### config.mk
export PLATFORM = sky130hd
export DESIGN_NAME = fetch_unit
export DESIGN_NICKNAME = d
export VERILOG_FILES = /design/src/rtl/ee480_pkg.sv /design/src/rtl/fetch_pf_buf.sv /design/src/rtl/fetch_unit.sv
export SDC_FILE = /design/constraint.sdc
export NUM_CORES = 1
export LEC_CHECK = 0
export CORE_MARGIN = 4
export CORE_UTILIZATION = 39
export DETAILED_ROUTE_END_ITERATION = 8
export PLACE_DENSITY = 0.77
export SLEW_MARGIN = 20
export SYNTH_ARGS = -nofsm -noshare
export SYNTH_HDL_FRONTEND = slang
export SYNTH_SLANG_ARGS = --single-unit
### constraint.sdc
create_clock -name clk -period 1.52 [get_ports clk]
set_input_delay 0.152 -clock clk [delete_from_list [all_inputs] [get_ports clk]]
set_output_delay 0.152 -clock clk [all_outputs]
set_load 0.02 [all_outputs]
### src/rtl/ee480_pkg.sv
// Shared constants and types for the EE480 16-bit core.
// Used by fetch_unit and fetch_pf_buf.
package ee480_pkg;

    localparam int unsigned ADDR_W = 8;
    localparam int unsigned DATA_W = 16;
    localparam int unsigned OPC_HI = 15;
    localparam int unsigned OPC_LO = 10;
    localparam int unsigned OPC_W = OPC_HI - OPC_LO + 1;

    localparam logic [OPC_W-1:0] HALT_OPC = 6'b001111;

    typedef enum logic [2:0] {
        IDLE,
        FETCH,
        CAPTURE,
        ISSUE,
        HALT
    } fetch_state_t;

endpackage

### src/rtl/fetch_pf_buf.sv
// One-entry prefetch buffer (data, address, valid).
// Instantiated by fetch_unit only when FETCH_PREFETCH_EN is defined.
module fetch_pf_buf #(
    parameter int unsigned ADDR_W = ee480_pkg::ADDR_W,
    parameter int unsigned DATA_W = ee480_pkg::DATA_W
) (
    input  logic              clk,
    input  logic              clr,
    input  logic              load,
    input  logic              pop,
    input  logic              flush,
    input  logic [DATA_W-1:0] ld_data,
    input  logic [ADDR_W-1:0] ld_addr,
    output logic [DATA_W-1:0] pf_data,
    output logic [ADDR_W-1:0] pf_addr,
    output logic              pf_valid
);

    // Flush beats load, load beats pop
    always_ff @(posedge clk or negedge clr) begin
        if (!clr) begin
            pf_data  <= '0;
            pf_addr  <= '0;
            pf_valid <= 1'b0;
        end else if (flush) begin
            pf_valid <= 1'b0;
        end else if (load) begin
            pf_data  <= ld_data;
            pf_addr  <= ld_addr;
            pf_valid <= 1'b1;
        end else if (pop) begin
            pf_valid <= 1'b0;
        end
    end

endmodule

### src/rtl/fetch_unit.sv
// Instruction fetch stage: PC, program memory read, IR to decode.
// Define FETCH_PREFETCH_EN to add a one-entry prefetch buffer.
module fetch_unit #(
    parameter int unsigned ADDR_W = ee480_pkg::ADDR_W,
    parameter int unsigned DATA_W = ee480_pkg::DATA_W,
    parameter logic [ADDR_W-1:0] RESET_PC = '0,
    parameter logic [ee480_pkg::OPC_W-1:0] HALT_OPC = ee480_pkg::HALT_OPC
) (
    input  logic              clk,
    input  logic              clr,
    input  logic              run,
    output logic              mem_ce,
    output logic              mem_rw,
    output logic [ADDR_W-1:0] mem_addr,
    input  logic [DATA_W-1:0] mem_data,
    output logic [DATA_W-1:0] ir_out,
    output logic [ADDR_W-1:0] ir_pc,
    output logic              ir_valid,
    input  logic              ir_ready,
    input  logic              br_taken,
    input  logic [ADDR_W-1:0] br_target,
    output logic              halted
);

    import ee480_pkg::*;

    fetch_state_t state, state_nxt;
    logic [ADDR_W-1:0] pc;
    logic hs, is_halt, ir_ld, pc_inc, pc_br;

`ifdef FETCH_PREFETCH_EN
    logic ir_from_pf, pend, pend_nxt;
    logic pf_load, pf_pop, pf_flush, pf_valid;
    logic [DATA_W-1:0] pf_data;
    logic [ADDR_W-1:0] pf_addr;

    fetch_pf_buf #(
        .ADDR_W(ADDR_W),
        .DATA_W(DATA_W)
    ) u_pf_buf (
        .clk     (clk),
        .clr     (clr),
        .load    (pf_load),
        .pop     (pf_pop),
        .flush   (pf_flush),
        .ld_data (mem_data),
        .ld_addr (pc),
        .pf_data (pf_data),
        .pf_addr (pf_addr),
        .pf_valid(pf_valid)
    );
`endif

    assign hs       = (state == ISSUE) && ir_ready;
    assign is_halt  = ir_out[OPC_HI:OPC_LO] == HALT_OPC;
    assign ir_valid = state == ISSUE;
    assign halted   = state == HALT;
    assign mem_rw   = 1'b1;
    assign mem_addr = mem_ce ? pc : '0;

    // State register; reset drops mem_ce at once since it decodes state
    always_ff @(posedge clk or negedge clr) begin
        if (!clr) state <= IDLE;
        else      state <= state_nxt;
    end

    // Next state, memory enable and datapath controls
    always_comb begin
        state_nxt = state;
        mem_ce    = 1'b0;
        ir_ld     = 1'b0;
        pc_inc    = 1'b0;
        pc_br     = 1'b0;
`ifdef FETCH_PREFETCH_EN
        ir_from_pf = 1'b0;
        pf_load    = 1'b0;
        pf_pop     = 1'b0;
        pf_flush   = 1'b0;
        pend_nxt   = 1'b0;
`endif
        unique case (state)
            IDLE: begin
                if (run) state_nxt = FETCH;
            end
            FETCH: begin
                mem_ce = 1'b1;
                if (br_taken) pc_br = 1'b1;
                else          state_nxt = CAPTURE;
            end
            CAPTURE: begin
                if (br_taken) begin
                    pc_br     = 1'b1;
                    state_nxt = FETCH;
                end else begin
                    ir_ld     = 1'b1;
                    pc_inc    = 1'b1;
                    state_nxt = ISSUE;
                end
            end
            ISSUE: begin
                if (br_taken) begin
                    pc_br     = 1'b1;
                    state_nxt = FETCH;
`ifdef FETCH_PREFETCH_EN
                    pf_flush  = 1'b1;
`endif
                end else begin
`ifdef FETCH_PREFETCH_EN
                    // Word read last cycle lands in the buffer unless consumed directly
                    if (pend && !hs) begin
                        pf_load = 1'b1;
                        pc_inc  = 1'b1;
                    end
                    if (!pf_valid && !pend && !is_halt) mem_ce = 1'b1;
                    if (hs) begin
                        if (is_halt) begin
                            pf_flush  = 1'b1;
                            state_nxt = HALT;
                        end else if (pf_valid) begin
                            ir_ld      = 1'b1;
                            ir_from_pf = 1'b1;
                            pf_pop     = 1'b1;
                        end else if (pend) begin
                            ir_ld  = 1'b1;
                            pc_inc = 1'b1;
                        end else begin
                            state_nxt = CAPTURE;
                        end
                    end
                    pend_nxt = mem_ce && (state_nxt == ISSUE);
`else
                    if (hs) state_nxt = is_halt ? HALT : FETCH;
`endif
                end
            end
            HALT: begin
                state_nxt = HALT;
            end
            default: begin
                state_nxt = IDLE;
            end
        endcase
    end

`ifdef FETCH_PREFETCH_EN
    // Remembers a prefetch read whose data arrives this cycle
    always_ff @(posedge clk or negedge clr) begin
        if (!clr) pend <= 1'b0;
        else      pend <= pend_nxt;
    end
`endif

    // PC and instruction register
    always_ff @(posedge clk or negedge clr) begin
        if (!clr) begin
            pc     <= RESET_PC;
            ir_out <= '0;
            ir_pc  <= '0;
        end else begin
            if (pc_br)       pc <= br_target;
            else if (pc_inc) pc <= pc + ADDR_W'(1);
            if (ir_ld) begin
`ifdef FETCH_PREFETCH_EN
                ir_out <= ir_from_pf ? pf_data : mem_data;
                ir_pc  <= ir_from_pf ? pf_addr : pc;
`else
                ir_out <= mem_data;
                ir_pc  <= pc;
`endif
            end
        end
    end

endmodule

======== After elaboration in Yosys (flattened, before gate mapping) ========
Cells that the tools add are included.
cells by class
  equal/unequal tests ..................... 8
  shift-type cells ........................ 0
  order comparisons ....................... 0
  mux-type cells .......................... 15
  bitwise logic cells ..................... 0
  reductions and logical operators ........ 5
  add/subtract/negate cells ............... 1
  multipliers ............................. 0
  divide/modulo/power cells ............... 0
operator list
  operator             count
  $mux 8               3
  $mux 3               5
  $pmux 3 s5           1
  $add 8x1->8 const B  1
  $eq 3x2->1 const B   2
  $eq 6x4->1 const B   1
  $mux 1               5
  $ne 2x2->1 const B   2
  $eq 3x1->1 const B   1
  $eq 3x3->1 const B   1
  $logic_not 3->1      1
  $ne 3x1->1 const B   1
  $reduce_and 3->1     1
  $reduce_or 3->1      1
  $mux 2               1
  $reduce_bool 2->1    1
  $logic_and 1x1->1    1
storage, ports and cells
  ROM bits ................................ 0
  output and inout port bits .............. 36
  bits of input ports ..................... 29
  memory bits (writable) .................. 0
  bits in latches ......................... 0
  bits in registers ....................... 35
  word-level logic and storage cells ...... 33
  memories ................................ 0

======== Logic depth before layout (Yosys ltp) ========
  depth in word-level cells ............... 5
  mapped depth ............................ 6
  mapped depth without buffers ............ 4

======== Worst setup path before layout ========
No wires, ideal clock.
  path type ............................... reg2reg
  start ................................... reg state[0]
  end ..................................... reg pc[7]
  data required time ...................... 1.383 ns
  stages on the path, launching flop included .. 6
  path buffers ............................ 1
  path slack .............................. -0.099 ns
  clock period less this slack ............ 1.619 ns
  library setup time ...................... 0.137 ns
  data arrival time ....................... 1.482 ns
  cells stage by stage .................... dfrtp_1 buf_6 or4b_4 nor4_4 xnor2_1 a21oi_1
between the ends
  longest elaborated chain between the ends .. 4
  elaborated cells on any way between the ends .. 8
  classes of those cells .................. eq/ne: 3; mux: 3; reduce/logical: 2
ends and longest elaborated chain
  element                                             RTL line           source
  start, declared                                     fetch_unit.sv:27   fetch_state_t state, state_nxt;
  start signal, assigned                              fetch_unit.sv:64   else state <= state_nxt;
  $eq 3x2->1 / $eq 3x1->1 (equally long branches)     fetch_unit.sv:81   unique case (state)
  $reduce_or 3->1 (no line)                           -
  $mux 1                                              -
  $mux 8 / $reduce_bool 2->1 (equally long branches)  -
  end signal, assigned                                fetch_unit.sv:160  if (pc_br) pc <= br_target;
  end signal, assigned                                fetch_unit.sv:161  else if (pc_inc) pc <= pc + ADDR_W'(1);
  end, declared                                       fetch_unit.sv:28   logic [ADDR_W-1:0] pc;
Several ways; a longest one is shown, not always the timed one.
A chain may end at the register's enable or synchronous reset.

======== Final worst setup path ========
  start ................................... reg state[2]
  end ..................................... reg pc[7]
The elaborated chain is that of the path after synthesis.

==> impl_metrics.toml <==
[run_status]
status = "complete, but fails checks"
failed_checks = "negative setup slack"

[setup_path]
cp_max_fo = 6
cp.depth = 5
crit_chain = "buf_6 -> or4b_4 -> nor4_4 -> xnor2_1 -> a21oi_1"
slowest_stage = "or4b_4"
crit_type = "reg2reg"
reg2reg_depth = 5
critical_path_required_ns = 1.69
critPathBufInv = 1
crit_path_start_kind = "flip-flop"
regToRegSetupSlack_ns = -0.09
cpLargestDelayFamily = "simple AND/OR/NAND/NOR gates"
crit_arrival_ns = 1.77
r2r-start = "state[2]"
max_stage_delay_ns = 0.57
crit_start = "state[2]"
worstSetupEndpoint = "pc[7]"
endpoint_kind = "flip-flop"
r2r_end = "pc[7]"

[logic_synthesis]
synth.area.top_cells = "dfrtp_1, nand2_1, a21oi_1"
ys.flop_type = "dfrtp_1"
ys_warn_count = 0
synth_top_area_share_pct = 54.1
synthArstFlopShare_pct = 100
synth_cell_types = 31
yosysSeqAreaShare_pct = 54.1
synth_cells = 185
synthesis.area_um2 = 1620
synth_top_area_cell = "dfrtp_1"
postSynthAreaPerCell_um2 = 8.75
ys_ff_latch = 35
syn_nets = 215
synth_edf_count = 0

[timing]
hold_viol = 0
setup_ws_ns = -0.0851
setup_violations = 19
slew_viol_final = 0
grt_setup_unrepaired = "true"
min_period_over_period_pct = 106
skew_ns = 0.00447
fin_crit_ns = 1.61
tns_ns = -0.378
fmax_mhz = 623

[pwr]
ir_drop_uv = 905
p_sw_mw = 2.08
power.internal_mw = 3.14
seqPwrFrac_pct = 31.5
power.leakage_nw = 1.28
clockPowerShare_pct = 12.5
power_density_nw_per_um2 = 1940
combPwrFrac_pct = 55.9
switching_share_pct = 39.8
finalPower_mw = 5.22

[layout]
final_area_um2 = 2690
drive_above_1_share_pct = 25.8
nFillCells = 330
layout_common_cells = "nand2_1, clkdlybuf4s50_1, dfrtp_1"
final_cells = 329
final_common_cell = "nand2_1"
area_growth_pct = 66.4
nNetsFinal = 308
register_area_um2 = 878
multiInputGateArea_um2 = 727
diodes = 0

[clock_tree]
max-clock-path-buffers = 2
clk_latency_ns = 0.29
cts_buffers = 5
tritoncts = "done"
cts-root-buf = "clkbuf_8"
clk_pin_slew_worst_paths_ns = 0.07
cts_max_level = 2
cts.sinks = 35

[placed_design]
io_buffers = 63
dp_cells = 314
placed_cell_area_um2 = 2470
hpwl_mm = 3.08
place.gp.congestion = 0.821

[drt]
routed_wl_mm = 4.25
drc = 0
wire_per_inst_um = 12.9
drt_iter0_drc = 65
firstDrtPassIters = 4
vias_per_cell = 4.84
vias = 1594
ant_nets = 0

[grt]
grt_max_degree = 36
grt_pass1_vias = 1497
grt_pass1_wl_mm = 6.58
overflow = 0
antenna_found_initial = 0
track_usage_pct = 16.1

[floorplan]
die_w_um = 72.4
rows = 23
core_area_um2 = 4000
pin_count = 65
initial_core_util_pct = 40.5
die_h_um = 72.4
dieArea_um2 = 5250

[min_path]
hold_path.class = "in2reg"

[flow_run]
drv_cap = 0
==> cell type report <==
type | instances | share of cell area (%)
clock buffer | 6 | 2.69
clock inverter | 2 | 0.464
inverter | 4 | 0.557
multi-input combinational | 135 | 27.0
sequential | 35 | 32.6
tap | 50 | 2.32
timing repair buffer | 97 | 34.4
==> layer usage <==
layer / wire length, um / vias up / GRT usage, %
li1: - / 784 / -
met1: 1820 / 747 / 20.1
met2: 2080 / 54 / 26.9
met3: 295 / 9 / 4.43
met4: 59 / 0 / 5.53
met5: 0 / - / 0
==> registers in the layout, indices dropped and copies added (netlist names) <==
signal	count
pc	8
ir_pc	8
ir_out	16
state	3
==> what timing repair did <==
| item | CTS | global route |
|---|---|---|
| setup buffers | 1 | 4 |
| pin swaps | 2 | 9 |
| cloned | 0 | 1 |
| gates resized for setup | 47 | 33 |
| endpoints found under the hold margin | 35 | 0 |
| endpoints found under the setup margin | 42 | 42 |
| hold buffers | 1 | 0 |
==> cell usage after synthesis (3+ instances only) <==
library cell and n:
nand2_1 73, dfrtp_1 35, nor2_1 10, a21oi_1 9, clkbuf_1 7, and2_1 5
nor3_1 5, inv_1 4, nand3_1 4, o21ai_0 4, nand4_1 3
==> worst register-to-register path: cells and delay by family (launching register included) <==
family	cells	cell delay (ns)
compound gates	1	0.08
xor+xnor	1	0.15
buf+inv	1	0.13
flops	1	0.39
simple gates	2	0.74
==> power groups by stage <==
stage	sequential (mW)	combinational [mW]	clock (mW)
2_1_floorplan	1.98	1.03	0
3_3_place_gp	1.65	2.71	0
3_5_place_dp	1.65	2.75	0
4_1_cts	1.64	2.65	0.665
5_1_grt	1.71	3.13	0.703
6_report	1.65	2.92	0.654
==> metrics by stage <==
stage               setup slack (ns)  hold slack [ns]  utilization [%]
floorplan                    -0.0243           -0.144                -
global placement              -0.167            0.212             61.8
detailed placement            -0.232            0.210             61.8
CTS                          -0.0941            0.376             63.7
global route                  -0.146            0.396             67.3
finish                       -0.0851            0.380             67.3
==> how the worst min path moves through the flow <==
stage                      start  depth (start not counted)  slack, ns          to
finish              mem_data[12]                          3       0.38  ir_out[12]
global route         mem_data[9]                          3       0.40   ir_out[9]
CTS                 mem_data[12]                          3       0.38  ir_out[12]
detailed placement           clr                          2       0.21       pc[1]
global placement             clr                          2       0.21       pc[3]
floorplan                    clr                          0      -0.14   ir_out[0]
==> cell families after synthesis <==
logic type      after synthesis  share of synthesized area, %
simple gates                107                          30.1
flops                        35                          54.1
compound gates               22                          8.35
buf+inv                      15                          4.33
xor+xnor                      4                          2.16
fa+ha+maj                     1                         0.773
other cells                   1                         0.232
Power figures use the tool's default switching activity.
